==> src/rtl/servo_pkg.sv <==
// Shared constants and arithmetic helpers for the two-channel servo controller.
package servo_pkg;

    localparam logic [7:0] SPEED_STOP = 8'd128;
    localparam logic [2:0] STEP_ZERO  = 3'd4;

    // Apply a signed per-frame offset (step - 4, range -4..+3) and clamp to 0..255.
    function automatic logic [7:0] sat_step(input logic [7:0] spd, input logic [2:0] step);
        int sum;
        sum = int'(spd) + int'(step) - int'(STEP_ZERO);
        if (sum < 0)
            return 8'd0;
        else if (sum > 255)
            return 8'd255;
        else
            return sum[7:0];
    endfunction

    // Pulse width in microseconds; speed 256 would map to max_us, so 255 lands just below it.
    function automatic int speed_to_width(input logic [7:0] spd, input int min_us, input int max_us);
        return min_us + ((int'(spd) * (max_us - min_us)) >> 8);
    endfunction

    // Reflect a speed around stop for a wheel mounted the other way round; 0 maps to 255.
    function automatic logic [7:0] mirror_speed(input logic [7:0] spd);
        return (spd == 8'd0) ? 8'd255 : 8'(9'd256 - {1'b0, spd});
    endfunction

endpackage

==> src/rtl/servo_pwm.sv <==
// One servo channel: speed register, per-frame adjust, frame-latched width and PWM flop.
module servo_pwm
    import servo_pkg::*;
#(
    parameter int FW           = 15,
    parameter int PULSE_MIN_US = 1000,
    parameter int PULSE_MAX_US = 2000,
    parameter bit MIRROR       = 1'b0
) (
    input  logic          clk,
    input  logic          rst_n,
    input  logic          tick,
    input  logic          frame_start,
    input  logic [FW-1:0] frame_cnt,
    input  logic          speed_write_en,
    input  logic [7:0]    speed,
    input  logic [2:0]    step,
    output logic          pwm_out
);

    localparam logic [FW-1:0] WIDTH_STOP = FW'(speed_to_width(SPEED_STOP, PULSE_MIN_US, PULSE_MAX_US));

    logic [7:0]    speed_q;
    logic [7:0]    speed_d;
    logic [7:0]    pwm_speed;
    logic [FW-1:0] width_q;
    logic [FW-1:0] width_d;
    logic          pwm_q;

    // Next speed: direct load wins every cycle; otherwise nudge once per frame.
    always_comb begin
        speed_d = speed_q;
        if (speed_write_en)
            speed_d = speed;
        else if (frame_start)
            speed_d = sat_step(speed_q, step);
    end

    // Width is sampled only at frame start, from the speed being written on that same edge.
    always_comb begin
        pwm_speed = MIRROR ? mirror_speed(speed_d) : speed_d;
        width_d   = width_q;
        if (frame_start)
            width_d = FW'(speed_to_width(pwm_speed, PULSE_MIN_US, PULSE_MAX_US));
    end

    // Speed/width registers and the output flop; output only moves on microsecond ticks.
    always_ff @(posedge clk or negedge rst_n) begin
        if (!rst_n) begin
            speed_q <= SPEED_STOP;
            width_q <= WIDTH_STOP;
            pwm_q   <= 1'b0;
        end else begin
            speed_q <= speed_d;
            width_q <= width_d;
            if (tick)
                pwm_q <= (frame_cnt < width_d);
        end
    end

    assign pwm_out = pwm_q;

endmodule

==> src/rtl/servo_pair_control.sv <==
// Two-channel continuous-rotation servo controller: shared microsecond prescaler and
// frame counter feeding one servo_pwm per wheel.
// Build option: define SERVO1_MIRROR_EN to drive channel 1 from the mirrored speed.
module servo_pair_control
    import servo_pkg::*;
#(
    parameter int CLK_HZ       = 12_000_000,
    parameter int FRAME_US     = 20000,
    parameter int PULSE_MIN_US = 1000,
    parameter int PULSE_MAX_US = 2000
) (
    input  logic       clk,
    input  logic       rst_n,
    input  logic       servo_0_speed_write_en,
    input  logic       servo_1_speed_write_en,
    input  logic [7:0] servo_0_speed,
    input  logic [7:0] servo_1_speed,
    input  logic [2:0] servo_0_step,
    input  logic [2:0] servo_1_step,
    output logic       PWM_OUT_0,
    output logic       PWM_OUT_1
);

    localparam int DIV = CLK_HZ / 1_000_000;
    localparam int PW  = (DIV > 1) ? $clog2(DIV) : 1;
    localparam int FW  = $clog2(FRAME_US);

`ifdef SERVO1_MIRROR_EN
    localparam bit MIRROR_1 = 1'b1;
`else
    localparam bit MIRROR_1 = 1'b0;
`endif

    logic [PW-1:0] pre_q;
    logic [FW-1:0] frame_q;
    logic          tick;
    logic          frame_start;

    assign tick        = (pre_q == PW'(DIV - 1));
    assign frame_start = tick && (frame_q == '0);

    // Microsecond prescaler; with a 1 MHz clock it is pinned at zero and ticks every cycle.
    always_ff @(posedge clk or negedge rst_n) begin
        if (!rst_n)
            pre_q <= '0;
        else if (tick)
            pre_q <= '0;
        else
            pre_q <= pre_q + PW'(1);
    end

    // Frame counter in microseconds, wrapping at the PWM period.
    always_ff @(posedge clk or negedge rst_n) begin
        if (!rst_n)
            frame_q <= '0;
        else if (tick)
            frame_q <= (frame_q == FW'(FRAME_US - 1)) ? '0 : frame_q + FW'(1);
    end

    servo_pwm #(
        .FW           (FW),
        .PULSE_MIN_US (PULSE_MIN_US),
        .PULSE_MAX_US (PULSE_MAX_US),
        .MIRROR       (1'b0)
    ) u_ch0 (
        .clk            (clk),
        .rst_n          (rst_n),
        .tick           (tick),
        .frame_start    (frame_start),
        .frame_cnt      (frame_q),
        .speed_write_en (servo_0_speed_write_en),
        .speed          (servo_0_speed),
        .step           (servo_0_step),
        .pwm_out        (PWM_OUT_0)
    );

    servo_pwm #(
        .FW           (FW),
        .PULSE_MIN_US (PULSE_MIN_US),
        .PULSE_MAX_US (PULSE_MAX_US),
        .MIRROR       (MIRROR_1)
    ) u_ch1 (
        .clk            (clk),
        .rst_n          (rst_n),
        .tick           (tick),
        .frame_start    (frame_start),
        .frame_cnt      (frame_q),
        .speed_write_en (servo_1_speed_write_en),
        .speed          (servo_1_speed),
        .step           (servo_1_step),
        .pwm_out        (PWM_OUT_1)
    );

endmodule

==> config.mk <==
export PLATFORM = sky130hd
export DESIGN_NAME = servo_pair_control
export DESIGN_NICKNAME = d
export VERILOG_FILES = /design/src/rtl/servo_pkg.sv /design/src/rtl/servo_pwm.sv /design/src/rtl/servo_pair_control.sv
export SDC_FILE = /design/constraint.sdc
export NUM_CORES = 1
export LEC_CHECK = 0
export BUFFER_PORTS_ARGS = -buffer_cell sky130_fd_sc_hd__clkbuf_2
export CORE_ASPECT_RATIO = 0.75
export CORE_MARGIN = 3
export CORE_UTILIZATION = 48
export CTS_CLUSTER_DIAMETER = 30
export DETAILED_ROUTE_END_ITERATION = 8
export PLACE_DENSITY = 0.68
export SETUP_SLACK_MARGIN = 0.02
export SYNTH_ARGS = -nofsm -noshare
export SYNTH_HDL_FRONTEND = slang
export SYNTH_SLANG_ARGS = --single-unit
==> constraint.sdc <==
create_clock -name clk -period 8.6 [get_ports clk]
set_input_delay 1.29 -clock clk [delete_from_list [all_inputs] [get_ports clk]]
set_output_delay 1.29 -clock clk [all_outputs]
set_load 0.01 [all_outputs]
### After elaboration in Yosys (flattened, before gate mapping)

Index checks and enable logic that the tools add are counted.

* logic and storage cells: 40
* input bits: 26
* register bits after elaboration: 67
* output and inout port bits: 2

* eq/ne operators: 2
* $mul: 2
* multiplexer cells: 12
* $lt $le $gt $ge: 6
* reductions and logical operators: 2
* $add $sub $neg: 8

Operators with widths (number)
* 32-bit by 9-bit greater-than comparator with 1-bit output (second input constant): 2
* 32-bit by 1-bit less-than comparator with 1-bit output (second input constant): 2
* 8-bit 2-to-1 mux: 8
* 32-bit by 4-bit subtractor with 32-bit output (second input constant): 2
* 15-bit 2-to-1 mux: 3
* 10-bit by 15-bit adder with 15-bit output (first input constant): 2
* 15-bit less-than comparator: 2
* 8-bit by 7-bit multiplier with 15-bit output (second input constant): 2
* 8-bit by 3-bit adder with 9-bit output: 2
* 15-bit by 1-bit adder with 15-bit output (second input constant): 1
* 15-bit equality test (second input constant): 1
* 15-bit zero test: 1
* 4-bit by 1-bit adder with 4-bit output (second input constant): 1
* 4-bit equality test (second input constant): 1
* 4-bit 2-to-1 mux: 1
* 1-bit logical AND: 1

### Depth between registers and ports, before layout

* depth after elaboration: 11
* depth in mapped cells: 45
* mapped depth without buffers: 45

### Cells and area by module

A second synthesis with hierarchy kept.

* cell total of the unflattened synthesis: 825
* area total of the unflattened synthesis: 7748.7 um2

By module, submodules not included
* servo_pwm (u_ch1): area an instance 3470.8 um2, cells an instance 385, times used 1, sequential area each 610.6 um2
* servo_pwm (u_ch0): area an instance 3285.7 um2, cells an instance 347, times used 1, sequential area each 610.6 um2
* servo_pair_control: area an instance 992.2 um2, cells an instance 93, times used 1, sequential area each 475.5 um2

### Worst setup path after synthesis

OpenSTA, ideal clock, no wires.

* path kind: input port to flip-flop
* from: input port servo_1_step[1]
* to: register u_ch1.pwm_q, in the netlist u_ch1.pwm_out
* stages: 43
* setup time: 0.077 ns
* slack: -1.589 ns
* required time: 8.523 ns
* buffers on the path: 0
* data arrival time: 10.112 ns
* cells stage by stage: ha_1 a21o_1 a21o_1 xnor2_1 ha_1 nor4b_1 a41o_1 a211oi_1 nor2_1 ha_1 nor2b_1 o21a_1 o21ai_0 a22o_1 mux2i_1 inv_1 ha_1 inv_1 [... 7 more ...] xnor2_1 ha_1 or4_1 a21oi_1 a31oi_1 o21a_1 ha_1 a21o_1 a21o_1 a21oi_1 nor2b_1 o21ai_0 nand2b_1 a21oi_1 nor2b_1 o21ai_0 o21ai_0 a21oi_1

* cells in the longest elaborated chain, start to end: 11
* elaborated cells on any way between the ends: 12
* those cells by class: add/sub (3); mul (1); order compare (3); mux (5)

Ends and longest elaborated chain
* start, declared: RTL line servo_pair_control.sv:19 `input logic [2:0] servo_1_step,`
* 8-bit by 3-bit adder with 9-bit output *: RTL line servo_pkg.sv:10 `sum = int'(spd) + int'(step) - int'(STEP_ZERO);`
* 32-bit by 4-bit subtractor with 32-bit output *: RTL line servo_pkg.sv:10
* 32-bit by 9-bit greater-than comparator with 1-bit output: RTL line servo_pkg.sv:13 `else if (sum > 255)`
* 8-bit 2-to-1 mux: RTL line servo_pkg.sv:13
* 8-bit 2-to-1 mux *: RTL line servo_pkg.sv:11 `if (sum < 0)`
* 8-bit 2-to-1 mux *: RTL line servo_pwm.sv:35 `else if (frame_start)`
* 8-bit 2-to-1 mux *: RTL line servo_pwm.sv:33 `if (speed_write_en)`
* via u_ch1.pwm_speed[5]: RTL line servo_pwm.sv:25 `logic [7:0] pwm_speed;`
* 8-bit by 7-bit multiplier with 15-bit output *: RTL line servo_pkg.sv:21 `return min_us + ((int'(spd) * (max_us - min_us)) >> 8);`
* 10-bit by 15-bit adder with 15-bit output *: RTL line servo_pkg.sv:21
* 15-bit 2-to-1 mux *: RTL line servo_pwm.sv:43 `if (frame_start)`
* 15-bit less-than comparator *: RTL line servo_pwm.sv:57 `pwm_q <= (frame_cnt < width_d);`
* end signal, assigned: RTL line servo_pwm.sv:57
* end, declared: RTL line servo_pwm.sv:28 `logic pwm_q;`

The timed path passes the listed nets; every way through them passes the cells marked *.
A chain may end at the register's enable or synchronous reset.

### Worst setup path after layout

* from: input port servo_1_step[0]
* to: register u_ch1.pwm_q, in the netlist u_ch1.pwm_out

The elaborated chain is that of the path after synthesis.

==> impl_metrics.toml <==
[timing]
period_share_pct = 108
fin_skew_ns = 0.00869
hold_ws_ns = 0.456
final_max_slew_viol_count = 0
final-setup-viol-count = 2
fin_ws_ns = -0.668
rsz0062_at_grt = "yes"
min_period_ns = 9.27
slew_headroom_pct = 40.6
hold_viol = 0
fmax_ghz = 0.108
tightest_slew_ns = 0.891

[die]
coreArea_sq_mm = 0.0155
initial_core_util_pct = 50.0
die_width_um = 153
die_area_sq_mm = 0.0177
pin_count = 28
fp.dieH_um = 116
rows = 39

[worst_setup_path]
worst_setup_path_start_kind = "input pin"
cp_slowest_cell = "fa_1"
r2r-start = "u_ch1.speed_q[0]$_DFF_PN0_"
rr_worst_depth = 41
r2r_end = "u_ch1.pwm_out$_DFFE_PN0N_"
crit_fanout = 5
crit_arrival_ns = 9.53
critPathKind = "in2reg"
cp_top_family = "compound AO/OA/AOI/OAI gates"
cpPeakStageDelay_ns = 0.59
endpoint_kind = "flop"
path_buf_inv = 5
cp.required_ns = 8.87
reg2reg_slack_ns = -0.04

[worst_hold_path]
hold_path_depth = 1
holdCritPathClass = "reg2reg"
min_to = "pre_q[0]$_DFF_PN0_"
worstHoldStart = "pre_q[0]$_DFF_PN0_"

[place]
place_inst = 1216
place_congestion = 0.914
portBuffers = 27
dp_worst_setup_slack_ns = -1.07
dp_hpwl_um = 14700
place_area_sq_mm = 0.00934

[grt]
grt_pass1_vias = 6650
grtUsageTotal_pct = 22.4
grt_max_degree = 68
grt_pass1_wl_um = 32700
grt-ovfl-total = 0
antenna_found_initial = 0

[yosys]
syn_area_sq_mm = 0.00775
synth_top_family_by_area = "adder cells"
netlist_instances = 864
synth_compound_area_share_pct = 18.8
yosysTopAreaCell = "ha_1"
yosys-top-cells-area = "ha_1, dfrtp_1, fa_1, dfstp_2, inv_1"
ys_warn_count = 0
synth_edf_count = 0
ys_types = 82
synth-xor-area-share_pct = 5.76
synthAdderAreaFrac_pct = 29.4
avgSynthCellArea_sq_um = 8.97
synth.net_count = 1047
yosys.area.top_type_share_pct = 18.6
synth_flop_cell = "dfrtp_1"
async_reset_ff_share_pct = 100
yosys.area_share.simple_pct = 15.7
ys_seq_area_share_pct = 21.9
synthMuxAreaShare_pct = 1.65
synth_most_common_cell = "ha_1"
synthTopCellsByCount = "ha_1, inv_1, nand2_1, o21ai_0, nor2_1"
ys_seq_elements = 67

[power_and_ir_drop]
leakage_nw = 4.98
p_per_area_mw_per_mm2 = 427
p_switching_w = 0.00186
clkPwrFrac_pct = 9.5
internal-power_w = 0.00244
ir_drop_uv = 339
seqPwrFrac_pct = 9.9
p_sw_share_pct = 43.3
p_comb_share_pct = 80.6
totalPowerFinal_w = 0.00430

[routing]
wl_per_cell_um = 15.6
vias = 6756
dr.first_iter.drc_count = 421
avgViaCountPerCell = 5.41
dr.pass1.iters = 4
drc_errors = 0
wirelength_um = 19400
ant_nets = 0

[clock_network]
clock_latency_ns = 0.34
h-tree-depth = 3
clockRootBuffer = "clkbuf_16"
clkTransAtPathRegs_ns = 0.06
clock_sinks = 67
cts_tree = "yes"
numCtsBuffers = 9
clockBufferDepth = 2

[cells_and_area]
final_area_sq_mm = 0.0101
finalNonFillerCells = 1249
nets = 1222
area_growth_pct = 29.8
layout-drive-gt1-share_pct = 32.0
diodes = 0

[status]
status = "finished with violations"
violations = "setup timing"

[job]
cap_violations = 0
routing by layer:
layer / global-route usage (%) / wire length, um / up-vias
met5: 0 / 0 / -
met4: 3.98 / 183 / 0
met3: 3.55 / 999 / 20
met2: 35.9 / 8660 / 154
met1: 32.7 / 9600 / 3217
li1: - / - / 3365
final cells by class:
class                           instances  area (sq um)
Sequential cell                        67          1700
Clock buffer                           11           243
Tap cell                              205           256
Timing Repair Buffer                  192          1400
Fill cell                            1270          5450
Multi-Input combinational cell        661          5970
Clock inverter                          5          85.1
Inverter                              108           405
kinds of logic (layout without fill, tap and decap cells):
kind of cell,Yosys count,after routing
muxes,12,12
xor gates and xnor gates,51,51
and+or+nand+nor,239,239
AOI/OAI and AO/OA,202,202
DFF,67,67
adders and majority gates,157,157
buffers and inverters,136,316
worst max-delay path by stage:
stage          slack, ns                         to             from  cells after the start
6_report           -0.67  u_ch1.pwm_out$_DFFE_PN0N_  servo_1_step[0]                     42
5_1_grt            -1.02  u_ch1.pwm_out$_DFFE_PN0N_  servo_1_step[1]                     49
4_1_cts            -0.69  u_ch1.pwm_out$_DFFE_PN0N_  servo_1_step[1]                     46
3_5_place_dp       -1.07  u_ch1.pwm_out$_DFFE_PN0N_  servo_1_step[1]                     44
3_3_place_gp       -0.84  u_ch1.pwm_out$_DFFE_PN0N_  servo_1_step[1]                     43
2_1_floorplan      -0.72  u_ch1.pwm_out$_DFFE_PN0N_  servo_1_step[0]                     44
stage by stage:
stage / util [%] / TNS, ns
2_1_floorplan: - / -0.721
3_3_place_gp: 60.2 / -1.34
3_5_place_dp: 60.2 / -1.49
4_1_cts: 63.5 / -0.772
5_1_grt: 64.9 / -1.59
6_report: 64.9 / -0.786
layout by cell type (no fill, tap or decap), types with 11 or more instances in the layout:
cell type / netlist / routed
nand2_1: 70 / 68
fa_1: 42 / 40
nor2_1: 54 / 49
nand2b_1: 12 / 11
dfstp_2: 16 / 16
clkbuf_2: 0 / 23
a21o_1: 22 / 22
inv_1: 107 / 98
a21oi_1: 37 / 25
xnor2_1: 30 / 29
ha_1: 115 / 101
nand4_1: 16 / 16
dfrtp_1: 51 / 51
xor2_1: 21 / 19
a21oi_2: 1 / 13
nand3_1: 16 / 16
buf_4: 0 / 163
o21ai_0: 55 / 44
power by group through the flow:
stage | combinational, W | clock (W) | sequential, W
global placement | 0.00317 | 0 | 0.000426
detailed placement | 0.00321 | 0 | 0.000428
floorplan | 0.00207 | 0 | 0.000412
finish | 0.00347 | 0.000409 | 0.000425
CTS | 0.00333 | 0.000414 | 0.000423
global route | 0.00386 | 0.000427 | 0.000432
flip-flops by register name, indices dropped and copies added (netlist names):
| name | count |
|---|---|
| frame_q | 15 |
| pre_q | 4 |
| u_ch0.pwm_out | 1 |
| u_ch0.speed_q | 8 |
| u_ch0.width_q | 15 |
| u_ch1.pwm_out | 1 |
| u_ch1.speed_q | 8 |
| u_ch1.width_q | 15 |
repair_timing:
item                                    4_1_cts  5_1_grt
resized for setup                            19       44
pin swaps                                    30       26
endpoints found under the setup margin        2        3
setup buffers                                14        7
hold buffers                                  0        0
(Power assumes the default switching activity.)
